File: config.mk
export PLATFORM = sky130hd
export DESIGN_NAME = jt49_mch_flat
export DESIGN_NICKNAME = d
export VERILOG_FILES = /design/src/rtl/jt49_mch_if.sv /design/src/rtl/jt49_mch.sv /design/src/flat_wrapper.sv
export SDC_FILE = /design/constraint.sdc
export NUM_CORES = 1
export LEC_CHECK = 0
export CAP_MARGIN = 10
export CORE_ASPECT_RATIO = 2
export CORE_MARGIN = 5
export CORE_UTILIZATION = 25
export DETAILED_ROUTE_END_ITERATION = 12
export PLACE_DENSITY = 0.37
export SLEW_MARGIN = 10
export SYNTH_ARGS = -nofsm -noshare
export SYNTH_HDL_FRONTEND = slang
export SYNTH_SLANG_ARGS = --single-unit
File: constraint.sdc
create_clock -name clk -period 5.1 [get_ports clk]
set_clock_uncertainty 0.05 [all_clocks]
set_input_delay 1.02 -clock clk [delete_from_list [all_inputs] [get_ports clk]]
set_output_delay 1.02 -clock clk [all_outputs]
set_load 0.02 [all_outputs]
File: src/rtl/jt49_mch_if.sv
`default_nettype none
// ------------------------------------------------------------------
// jt49_mch_if : CPU register bus for the multi-channel PSG core
// Rev 1.0
// ------------------------------------------------------------------
interface jt49_mch_if;
  logic       cs_n;
  logic       wr_n;
  logic [4:0] addr;
  logic [7:0] din;
  logic [7:0] dout;

  modport master (output cs_n, output wr_n, output addr, output din, input dout);
  modport slave  (input cs_n, input wr_n, input addr, input din, output dout);
endinterface
`default_nettype wire

File: src/rtl/jt49_mch.sv
`default_nettype none
// ------------------------------------------------------------------
// jt49_mch : parametrised multi-channel PSG (tone, shared noise/envelope)
// Rev 1.0
// ------------------------------------------------------------------
module jt49_mch #(
  parameter int CH = 3,
  parameter int TW = 12,
  parameter int SW = 8 + $clog2(CH)
) (
  input  logic            clk,
  input  logic            rst_n,
  input  logic            cen,
  jt49_mch_if.slave       bus,
  output logic [8*CH-1:0] ch_lin,
  output logic [SW-1:0]   sound
);

  logic [CH-1:0][TW-1:0] per_q, per_d;
  logic [CH-1:0][4:0]    vol_q, vol_d;
  logic [CH-1:0]         tdis_q, tdis_d, ndis_q, ndis_d;
  logic [4:0]            nper_q, nper_d;
  logic [15:0]           eper_q, eper_d;
  logic [3:0]            shape_q, shape_d;
  logic [7:0]            dout_q, dout_d;
  logic [2:0]            pre_q, pre_d;
  logic [CH-1:0][TW-1:0] tcnt_q, tcnt_d;
  logic [CH-1:0]         tone_q, tone_d;
  logic [4:0]            ncnt_q, ncnt_d;
  logic [16:0]           lfsr_q, lfsr_d;
  logic [15:0]           ediv_q, ediv_d;
  logic [4:0]            ecnt_q, ecnt_d;
  logic                  einv_q, einv_d, ehold_q, ehold_d, ezero_q, ezero_d;
  logic [CH-1:0]         mix_q, mix_d;
  logic [CH-1:0][4:0]    log_q, log_d;
  logic [SW-1:0]         sound_q, sound_d;

  logic       wr_en, env_restart, tick, nshift, estep;
  logic [7:0] rd_val;
  logic [4:0] env;
  logic [SW-1:0] sum;

  // Wrap limit: a period of 0 behaves like a period of 1.
  function automatic logic [15:0] lim16(input logic [15:0] p);
    return (p == 16'd0) ? 16'd0 : p - 16'd1;
  endfunction

  // ~1.5 dB per step, 0 is silence and 31 is full scale.
  function automatic logic [7:0] jt49_exp(input logic [4:0] l);
    logic [7:0] v;
    case (l)
      5'd0:  v = 8'd0;    5'd1:  v = 8'd1;    5'd2:  v = 8'd2;    5'd3:  v = 8'd2;
      5'd4:  v = 8'd2;    5'd5:  v = 8'd3;    5'd6:  v = 8'd3;    5'd7:  v = 8'd4;
      5'd8:  v = 8'd5;    5'd9:  v = 8'd6;    5'd10: v = 8'd7;    5'd11: v = 8'd8;
      5'd12: v = 8'd10;   5'd13: v = 8'd11;   5'd14: v = 8'd14;   5'd15: v = 8'd16;
      5'd16: v = 8'd19;   5'd17: v = 8'd23;   5'd18: v = 8'd27;   5'd19: v = 8'd32;
      5'd20: v = 8'd38;   5'd21: v = 8'd45;   5'd22: v = 8'd54;   5'd23: v = 8'd64;
      5'd24: v = 8'd76;   5'd25: v = 8'd90;   5'd26: v = 8'd108;  5'd27: v = 8'd128;
      5'd28: v = 8'd152;  5'd29: v = 8'd181;  5'd30: v = 8'd215;  default: v = 8'd255;
    endcase
    return v;
  endfunction

  // Register file: reads sample the pre-write value, so a same-cycle R/W returns old data.
  always_comb begin
    wr_en       = !bus.cs_n && !bus.wr_n;
    per_d       = per_q;
    vol_d       = vol_q;
    tdis_d      = tdis_q;
    ndis_d      = ndis_q;
    nper_d      = nper_q;
    eper_d      = eper_q;
    shape_d     = shape_q;
    env_restart = 1'b0;
    rd_val      = 8'h00;
    for (int i = 0; i < CH; i++) begin
      if (bus.addr == 5'(2*i)) begin
        rd_val = per_q[i][7:0];
        if (wr_en) per_d[i] = (per_q[i] & ~TW'(8'hFF)) | TW'(bus.din);
      end
      if (bus.addr == 5'(2*i+1)) begin
        rd_val = 8'(per_q[i] >> 8);
        if (wr_en) per_d[i] = TW'({bus.din, per_q[i][7:0]});
      end
      if (bus.addr == 5'(16+i)) begin
        rd_val = 8'(vol_q[i]);
        if (wr_en) vol_d[i] = bus.din[4:0];
      end
    end
    case (bus.addr)
      5'h18: begin rd_val = 8'(tdis_q);      if (wr_en) tdis_d = bus.din[CH-1:0]; end
      5'h19: begin rd_val = 8'(ndis_q);      if (wr_en) ndis_d = bus.din[CH-1:0]; end
      5'h1A: begin rd_val = 8'(nper_q);      if (wr_en) nper_d = bus.din[4:0]; end
      5'h1B: begin rd_val = eper_q[7:0];     if (wr_en) eper_d[7:0] = bus.din; end
      5'h1C: begin rd_val = eper_q[15:8];    if (wr_en) eper_d[15:8] = bus.din; end
      5'h1D: begin
        rd_val = 8'(shape_q);
        if (wr_en) begin
          shape_d     = bus.din[3:0];
          env_restart = 1'b1;
        end
      end
      default: ;
    endcase
    dout_d = bus.cs_n ? dout_q : rd_val;
  end

  // Prescaler, tone counters and noise LFSR
  always_comb begin
    tick   = cen && (pre_q == 3'd7);
    pre_d  = cen ? pre_q + 3'd1 : pre_q;
    tcnt_d = tcnt_q;
    tone_d = tone_q;
    ncnt_d = ncnt_q;
    lfsr_d = lfsr_q;
    nshift = 1'b0;
    if (tick) begin
      for (int i = 0; i < CH; i++) begin
        if (16'(tcnt_q[i]) >= lim16(16'(per_q[i]))) begin
          tcnt_d[i] = '0;
          tone_d[i] = ~tone_q[i];
        end else begin
          tcnt_d[i] = tcnt_q[i] + TW'(1);
        end
      end
      if (16'(ncnt_q) >= lim16(16'(nper_q))) begin
        ncnt_d = 5'd0;
        nshift = 1'b1;
      end else begin
        ncnt_d = ncnt_q + 5'd1;
      end
    end
    if (nshift) lfsr_d = {lfsr_q[0] ^ lfsr_q[3], lfsr_q[16:1]};
  end

  // Envelope; a shape write overrides any step in the same cycle.
  always_comb begin
    ediv_d  = ediv_q;
    ecnt_d  = ecnt_q;
    einv_d  = einv_q;
    ehold_d = ehold_q;
    ezero_d = ezero_q;
    estep   = 1'b0;
    if (env_restart) begin
      ediv_d  = 16'd0;
      ecnt_d  = 5'd0;
      einv_d  = 1'b0;
      ehold_d = 1'b0;
      ezero_d = 1'b0;
    end else if (tick) begin
      if (ediv_q >= lim16(eper_q)) begin
        ediv_d = 16'd0;
        estep  = 1'b1;
      end else begin
        ediv_d = ediv_q + 16'd1;
      end
      if (estep && !ehold_q) begin
        if (ecnt_q != 5'd31) begin
          ecnt_d = ecnt_q + 5'd1;
        end else if (!shape_q[3]) begin
          ehold_d = 1'b1;
          ezero_d = 1'b1;
        end else if (shape_q[0]) begin
          ehold_d = 1'b1;
          einv_d  = einv_q ^ shape_q[1];
        end else begin
          ecnt_d = 5'd0;
          einv_d = einv_q ^ shape_q[1];
        end
      end
    end
    env = ezero_q ? 5'd0 : ((shape_q[2] ^ einv_q) ? ecnt_q : 5'd31 - ecnt_q);
  end

  for (genvar gi = 0; gi < CH; gi++) begin : g_ch
    assign ch_lin[8*gi +: 8] = jt49_exp(log_q[gi]);
  end

  // Three-stage output pipeline: mix, log level, sum.
  always_comb begin
    mix_d   = mix_q;
    log_d   = log_q;
    sound_d = sound_q;
    sum     = '0;
    for (int i = 0; i < CH; i++) sum = sum + SW'(ch_lin[8*i +: 8]);
    if (cen) begin
      mix_d = (tone_q | tdis_q) & ({CH{lfsr_q[0]}} | ndis_q);
      for (int i = 0; i < CH; i++)
        log_d[i] = !mix_q[i] ? 5'd0 : (vol_q[i][4] ? env : {vol_q[i][3:0], vol_q[i][3]});
      sound_d = sum;
    end
  end

  always_ff @(posedge clk or negedge rst_n) begin
    if (!rst_n) begin
      per_q   <= '0;
      vol_q   <= '0;
      tdis_q  <= '0;
      ndis_q  <= '0;
      nper_q  <= '0;
      eper_q  <= '0;
      shape_q <= '0;
      dout_q  <= '0;
      pre_q   <= '0;
      tcnt_q  <= '0;
      tone_q  <= '0;
      ncnt_q  <= '0;
      lfsr_q  <= 17'h1;
      ediv_q  <= '0;
      ecnt_q  <= '0;
      einv_q  <= 1'b0;
      ehold_q <= 1'b1;
      ezero_q <= 1'b1;
      mix_q   <= '0;
      log_q   <= '0;
      sound_q <= '0;
    end else begin
      per_q   <= per_d;
      vol_q   <= vol_d;
      tdis_q  <= tdis_d;
      ndis_q  <= ndis_d;
      nper_q  <= nper_d;
      eper_q  <= eper_d;
      shape_q <= shape_d;
      dout_q  <= dout_d;
      pre_q   <= pre_d;
      tcnt_q  <= tcnt_d;
      tone_q  <= tone_d;
      ncnt_q  <= ncnt_d;
      lfsr_q  <= lfsr_d;
      ediv_q  <= ediv_d;
      ecnt_q  <= ecnt_d;
      einv_q  <= einv_d;
      ehold_q <= ehold_d;
      ezero_q <= ezero_d;
      mix_q   <= mix_d;
      log_q   <= log_d;
      sound_q <= sound_d;
    end
  end

  assign bus.dout = dout_q;
  assign sound    = sound_q;

endmodule
`default_nettype wire

File: src/flat_wrapper.sv
// flat-port wrapper written by rule: the top's interface ports become plain ports
module jt49_mch_flat 
#(
  parameter int CH = 3,
  parameter int TW = 12,
  parameter int SW = 8 + $clog2(CH)
)
  (clk, rst_n, cen, ch_lin, sound, bus_cs_n, bus_wr_n, bus_addr, bus_din, bus_dout);
  jt49_mch_if bus_i ();
  input  logic clk;
  input  logic rst_n;
  input  logic cen;
  output logic [8*CH-1:0] ch_lin;
  output logic [SW-1:0] sound;
  input wire logic [$bits(bus_i.cs_n)-1:0] bus_cs_n;
  input wire logic [$bits(bus_i.wr_n)-1:0] bus_wr_n;
  input wire logic [$bits(bus_i.addr)-1:0] bus_addr;
  input wire logic [$bits(bus_i.din)-1:0] bus_din;
  output wire logic [$bits(bus_i.dout)-1:0] bus_dout;
  assign bus_i.cs_n = bus_cs_n;
  assign bus_i.wr_n = bus_wr_n;
  assign bus_i.addr = bus_addr;
  assign bus_i.din = bus_din;
  assign bus_dout = bus_i.dout;
  jt49_mch #(.CH(CH), .TW(TW), .SW(SW)) u_core (.clk(clk), .rst_n(rst_n), .cen(cen), .bus(bus_i), .ch_lin(ch_lin), .sound(sound));
endmodule
Word-level counts from Yosys, hierarchy flattened:

Memories as Yosys holds them, arrays and structs flattened.
Cells that the tools add are included.

* $add $sub $neg: 15
* magnitude comparators: 5
* equal/unequal tests: 23
* multiplexer cells: 71
* bitwise logic cells: 12
* reduce and logical (&&, ||, !) cells: 32

Operator list (count)
* $mux W12: 15
* $mux W16: 8
* $mux W5: 15
* $mux W8: 9
* $ge A12 B16 Y1: 3
* $pmux W8 S6: 1
* $eq A5 B5 Y1 const B: 9
* $sub A12 B1 Y13 const B: 3
* $add A12 B1 Y12 const B: 3
* $logic_not A12 Y1: 3
* $or A12 B8 Y12: 3
* $reduce_and A2 Y1: 12
* $mux W1: 23
* $add A16 B1 Y16 const B: 1
* $ge A16 B16 Y1: 1
* $ge A5 B16 Y1: 1
* $logic_not A16 Y1: 1
* $reduce_and A4 Y1: 4
* $sub A16 B1 Y16 const B: 1
* $add A10 B8 Y10: 1
* $add A5 B1 Y5 const B: 2
* $eq A5 B2 Y1 const B: 2
* $eq A5 B3 Y1 const B: 2
* $logic_not A5 Y1: 2
* other kinds (18): 33

* register bits after elaboration: 206
* ROM bits: 768
* input port bits: 18
* output and inout port bits: 42
* word-level logic and storage cells: 196
* memories: 3

Memory list
* (name not given): words 32, bits a word 8, read ports 1, clocked after memory_dff 0, write ports 0, line jt49_mch.sv:51 `case (l)`
* (name not given): words 32, bits a word 8, read ports 1, clocked after memory_dff 0, write ports 0, line jt49_mch.sv:51
* (name not given): words 32, bits a word 8, read ports 1, clocked after memory_dff 0, write ports 0, line jt49_mch.sv:51

Longest topological paths before layout:

* depth after elaboration: 11
* depth in mapped cells: 22
* gate-level depth less buffers: 22

Least setup slack after synthesis:

OpenSTA, ideal clock, no wires.

* path type: reg-to-reg
* start point: reg u_core.eper_q[5]
* end point: reg u_core.ediv_q[9]
* arrival time: 4160 ps
* setup slack: 807 ps
* cell stages (with the launch flop): 16
* buffers on the path: 1
* clock period less this slack: 4293 ps
* cells stage by stage: dfrtp_1 > or4_4 > or4_4 > or3_1 > or2_1 > or3_1 > xnor2_1 > nand2_1 > ha_1 > a21oi_1 > o21ai_0 > or3_1 > or2_2 > clkbuf_1 > or3_1 > o21ai_0

* longest elaborated chain between the ends: 6

RTL lines
* from (decl): line jt49_mch.sv:23 `logic [15:0] eper_q, eper_d;`
* from (signal assigned): line jt49_mch.sv:223 `eper_q <= eper_d;`
* $sub A16 B1 Y16 or $logic_not A16 Y1 (tied branches): line jt49_mch.sv:45 `return (p == 16'd0) ? 16'd0 : p - 16'd1;`
* $mux W16 *: line jt49_mch.sv:45
* $ge A16 B16 Y1 *: line jt49_mch.sv:151 `if (ediv_q >= lim16(eper_q)) begin`
* $mux W16 *: line jt49_mch.sv:151
* $mux W16 *: line jt49_mch.sv:150 `end else if (tick) begin`
* $mux W16 *: line jt49_mch.sv:144 `if (env_restart) begin`
* to (signal assigned): line jt49_mch.sv:231 `ediv_q <= ediv_d;`
* to (decl): line jt49_mch.sv:31 `logic [15:0] ediv_q, ediv_d;`

Mark *: on every way between the ends. The rest lies on a longest branch, timed or not. The select of a mux whose other input is x is not followed.
A chain may end at the register's enable or synchronous reset.

Worst setup path in the final report:

* start point: reg u_core.eper_q[4]
* end point: reg u_core.ediv_q[14]

Same word-level chain as after synthesis.

==> flow_summary.toml <==
[run_status]
outcome = "finished, final reports clean"

[clock_tree]
clockRootBuffer = "clkbuf_16"
cts_buffers = 23
tritoncts = "yes"
htreeDepth = 1
cts_num_sinks = 206
post_cts_buffers = 0
clk_path_buf_depth = 3
postCtsHoldBufs = 0
clk_pin_slew_ns = 0.06
cts-resized-gates = 0
clk_latency_ns = 0.54

[floorplan]
design.core.area_mm2 = 0.0533
dieWidth_um = 174
start_util = 0.251
io_pins = 60
rows = 120
die_h_um = 337
fp.dieArea_mm2 = 0.0585

[global_route]
overflow = 0
grt_antenna_before_repair = 4
grt_pass1_vias = 11113
grt_usage = 0.144
grt_start_max_net_pins = 96
grt_pass1_wl_mm = 66.0

[detailed_routing]
vias_per_cell = 4.89
wl_mm = 42.1
drc = 0
drt_pass1_iterations = 4
dr.first_iter.drc_count = 402
vias = 10610
antenna_left = 0
routedWlPerCell_um = 19.4

[setup_path]
cpMostUsedCell = "or3_1"
setup.worst_path.end_class = "register"
rr_startpoint = "u_core.eper_q[4]"
worst-endpoint-arrival_ns = 4.97
cp_slowest_cell = "or4_4"
rr_endpoint = "u_core.ediv_q[14]"
rr_worst_depth = 14
worst-setup-path-type = "reg2reg"
path_buf_inv = 0
worst-path-stages = 14
cp-start-kind = "register"
path_cells = "or4_4 -> or4_4 -> or3_1 -> or2_1 -> or3_1 -> xnor2_1 -> nand2_1 -> ha_1 -> a21oi_1 -> o21ai_0 -> or3_1 -> or2_2 -> or3_1 -> o21ai_0"
worstSetupEndpoint = "u_core.ediv_q[14]"
crit_family = "simple AND/OR/NAND/NOR gates"
r2r_setup_slack_ns = 0.53
max_stage_delay_ns = 0.56
crit_path_start = "u_core.eper_q[4]"
critPathRequiredTime_ns = 5.51
crit_fanout = 21

[placement]
placedCellCount = 2128
gp_congestion = 0.837
io_buffer_count = 59
place_ws_ns = 0.482
dp_hpwl_mm = 32.2

[logic_synthesis]
netlist_area_mm2 = 0.0134
synth-main-ff-cell = "dfrtp_1"
ys_seq_area_frac = 0.386
synth_edf_count = 0
syn_inst = 1427
synth-async-reset-ratio = 1.00
syn_nets = 1549
synth_warnings = 0
synth_cell_type_count = 63
synth_seq_cells = 206
synth_area_per_cell_um2 = 9.37

[timing]
rsz0062_at_grt = "false"
finalMaxSlewViolations = 0
setup_viol = 0
relSlewSlack = 0.392
setup_slack_ns = 0.534
worst_pin_slew_ns = 0.912
period_needed_ns = 4.57
setup_tns_ns = 0
hold_viol_final = 0
fmaxAchievable_mhz = 219
period_share = 0.895

[finish]
drive_gt1_frac = 0.126
nets = 1604
instances_no_fill = 2169
area_growth_pct = 16.4
antennaDiodeCount = 0

[power]
fin_total_pwr_mw = 5.40
p_leak_nw = 7.13
ir_worst_vdd_uv = 177
power_density_mw_per_mm2 = 347

[flow_run]
cap_viol_max_count = 0

[worst_hold_path]
hp-class = "in2async"
[metal layers]
metal	global-route usage	wire length [um]
met5	0	25
met4	0.0519	1410
met3	0.0172	1190
met2	0.296	23900
met1	0.144	15600
[report_power, final]
part	switching, mW	leakage [nW]	internal, mW
Sequential	0.324	2.76	1.85
Combinational	0.797	3.97	0.650
Clock	0.737	0.389	1.04
Total	1.86	7.13	3.54
[layout make-up]
| type | instances | area, um2 |
|---|---|---|
| inverter | 65 | 244 |
| clock buffer | 34 | 697 |
| timing repair buffer | 81 | 763 |
| fill | 5544 | 37700 |
| tap | 671 | 840 |
| multi-input combinational | 1105 | 7770 |
| sequential | 206 | 5160 |
| clock inverter | 7 | 87.6 |
[worst min-delay path by stage]
stage,from,to,slack [ns],depth (start not counted)
2_1_floorplan,u_core.tone_q[0],u_core.tone_q[0],0.39,1
3_3_place_gp,u_core.pre_q[0],u_core.pre_q[0],0.42,1
3_5_place_dp,u_core.pre_q[0],u_core.pre_q[0],0.42,1
4_1_cts,rst_n,u_core.ediv_q[10],0.41,1
5_1_grt,rst_n,u_core.ediv_q[11],0.45,1
6_report,rst_n,u_core.ediv_q[11],0.41,1
[cells in the final DEF (no fill, tap or decap), types with 21 or more instances in the layout]
cell,instances
clkbuf_16,23
clkdlybuf4s50_1,56
nand3_1,33
mux2i_1,35
xor2_1,56
xnor2_1,30
nor2_1,117
nor3_1,40
nand2_1,161
buf_4,21
inv_1,64
dfrtp_1,203
ha_1,102
mux2_2,107
o21ai_0,90
a21oi_1,73
[state kept, by name (all words and copies together) (netlist names), 4 cells and up]
| name | count |
|---|---|
| u_core.ncnt_q | 5 |
| u_core.vol_q | 15 |
| u_core.ecnt_q | 5 |
| u_core.eper_q | 16 |
| u_core.lfsr_q | 17 |
| u_core.ediv_q | 16 |
| u_core.log_q | 15 |
| u_core.sound | 10 |
| u_core.tcnt_q | 36 |
| u_core.shape_q | 4 |
| u_core.nper_q | 5 |
| u_core.bus.dout | 8 |
| u_core.per_q | 36 |
[synth_stat cells, types with 4 or more instances]
cell,count,share of area
a2111oi_0,6,0.0039
a211oi_1,9,0.0051
a21o_1,18,0.010
a21oi_1,73,0.027
a22o_1,13,0.0085
a31o_2,4,0.0026
a31oi_1,6,0.0028
and2_1,9,0.0042
and3_1,19,0.0089
buf_1,6,0.0017
clkbuf_1,44,0.012
dfrtp_1,203,0.38
ha_1,102,0.095
inv_1,64,0.018
mux2_2,107,0.090
mux2i_1,35,0.026
nand2_1,161,0.045
nand2b_1,16,0.0075
nand3_1,33,0.012
nand4_1,13,0.0061
nor2_1,117,0.033
nor2b_1,14,0.0065
nor3_1,40,0.015
nor3b_1,8,0.0045
nor4_1,10,0.0047
o211ai_1,12,0.0067
o21a_1,6,0.0034
o21ai_0,90,0.034
o22ai_1,20,0.0094
o311ai_0,5,0.0033
o31ai_1,12,0.0067
or3_1,14,0.0065
xnor2_1,30,0.020
xor2_1,56,0.037
[logic make-up after synthesis]
logic type / count (synthesis) / synth area share
muxes: 145 / 0.121
AOI/OAI and AO/OA: 298 / 0.139
xor gates and xnor gates: 86 / 0.0563
buffers and inverters: 116 / 0.0328
DFF: 206 / 0.386
and+or+nand+nor: 472 / 0.166
adders and majority gates: 104 / 0.0984
[through the flow]
step,hold slack [ns],util,cell area [um2]
floorplan,0.392,-,13400
global placement,0.419,0.277,14800
detailed placement,0.420,0.277,14800
CTS,0.411,0.292,15600
global route,0.451,0.292,15600
finish,0.407,0.292,15600
Note: power is estimated with default switching activity, not from simulation.
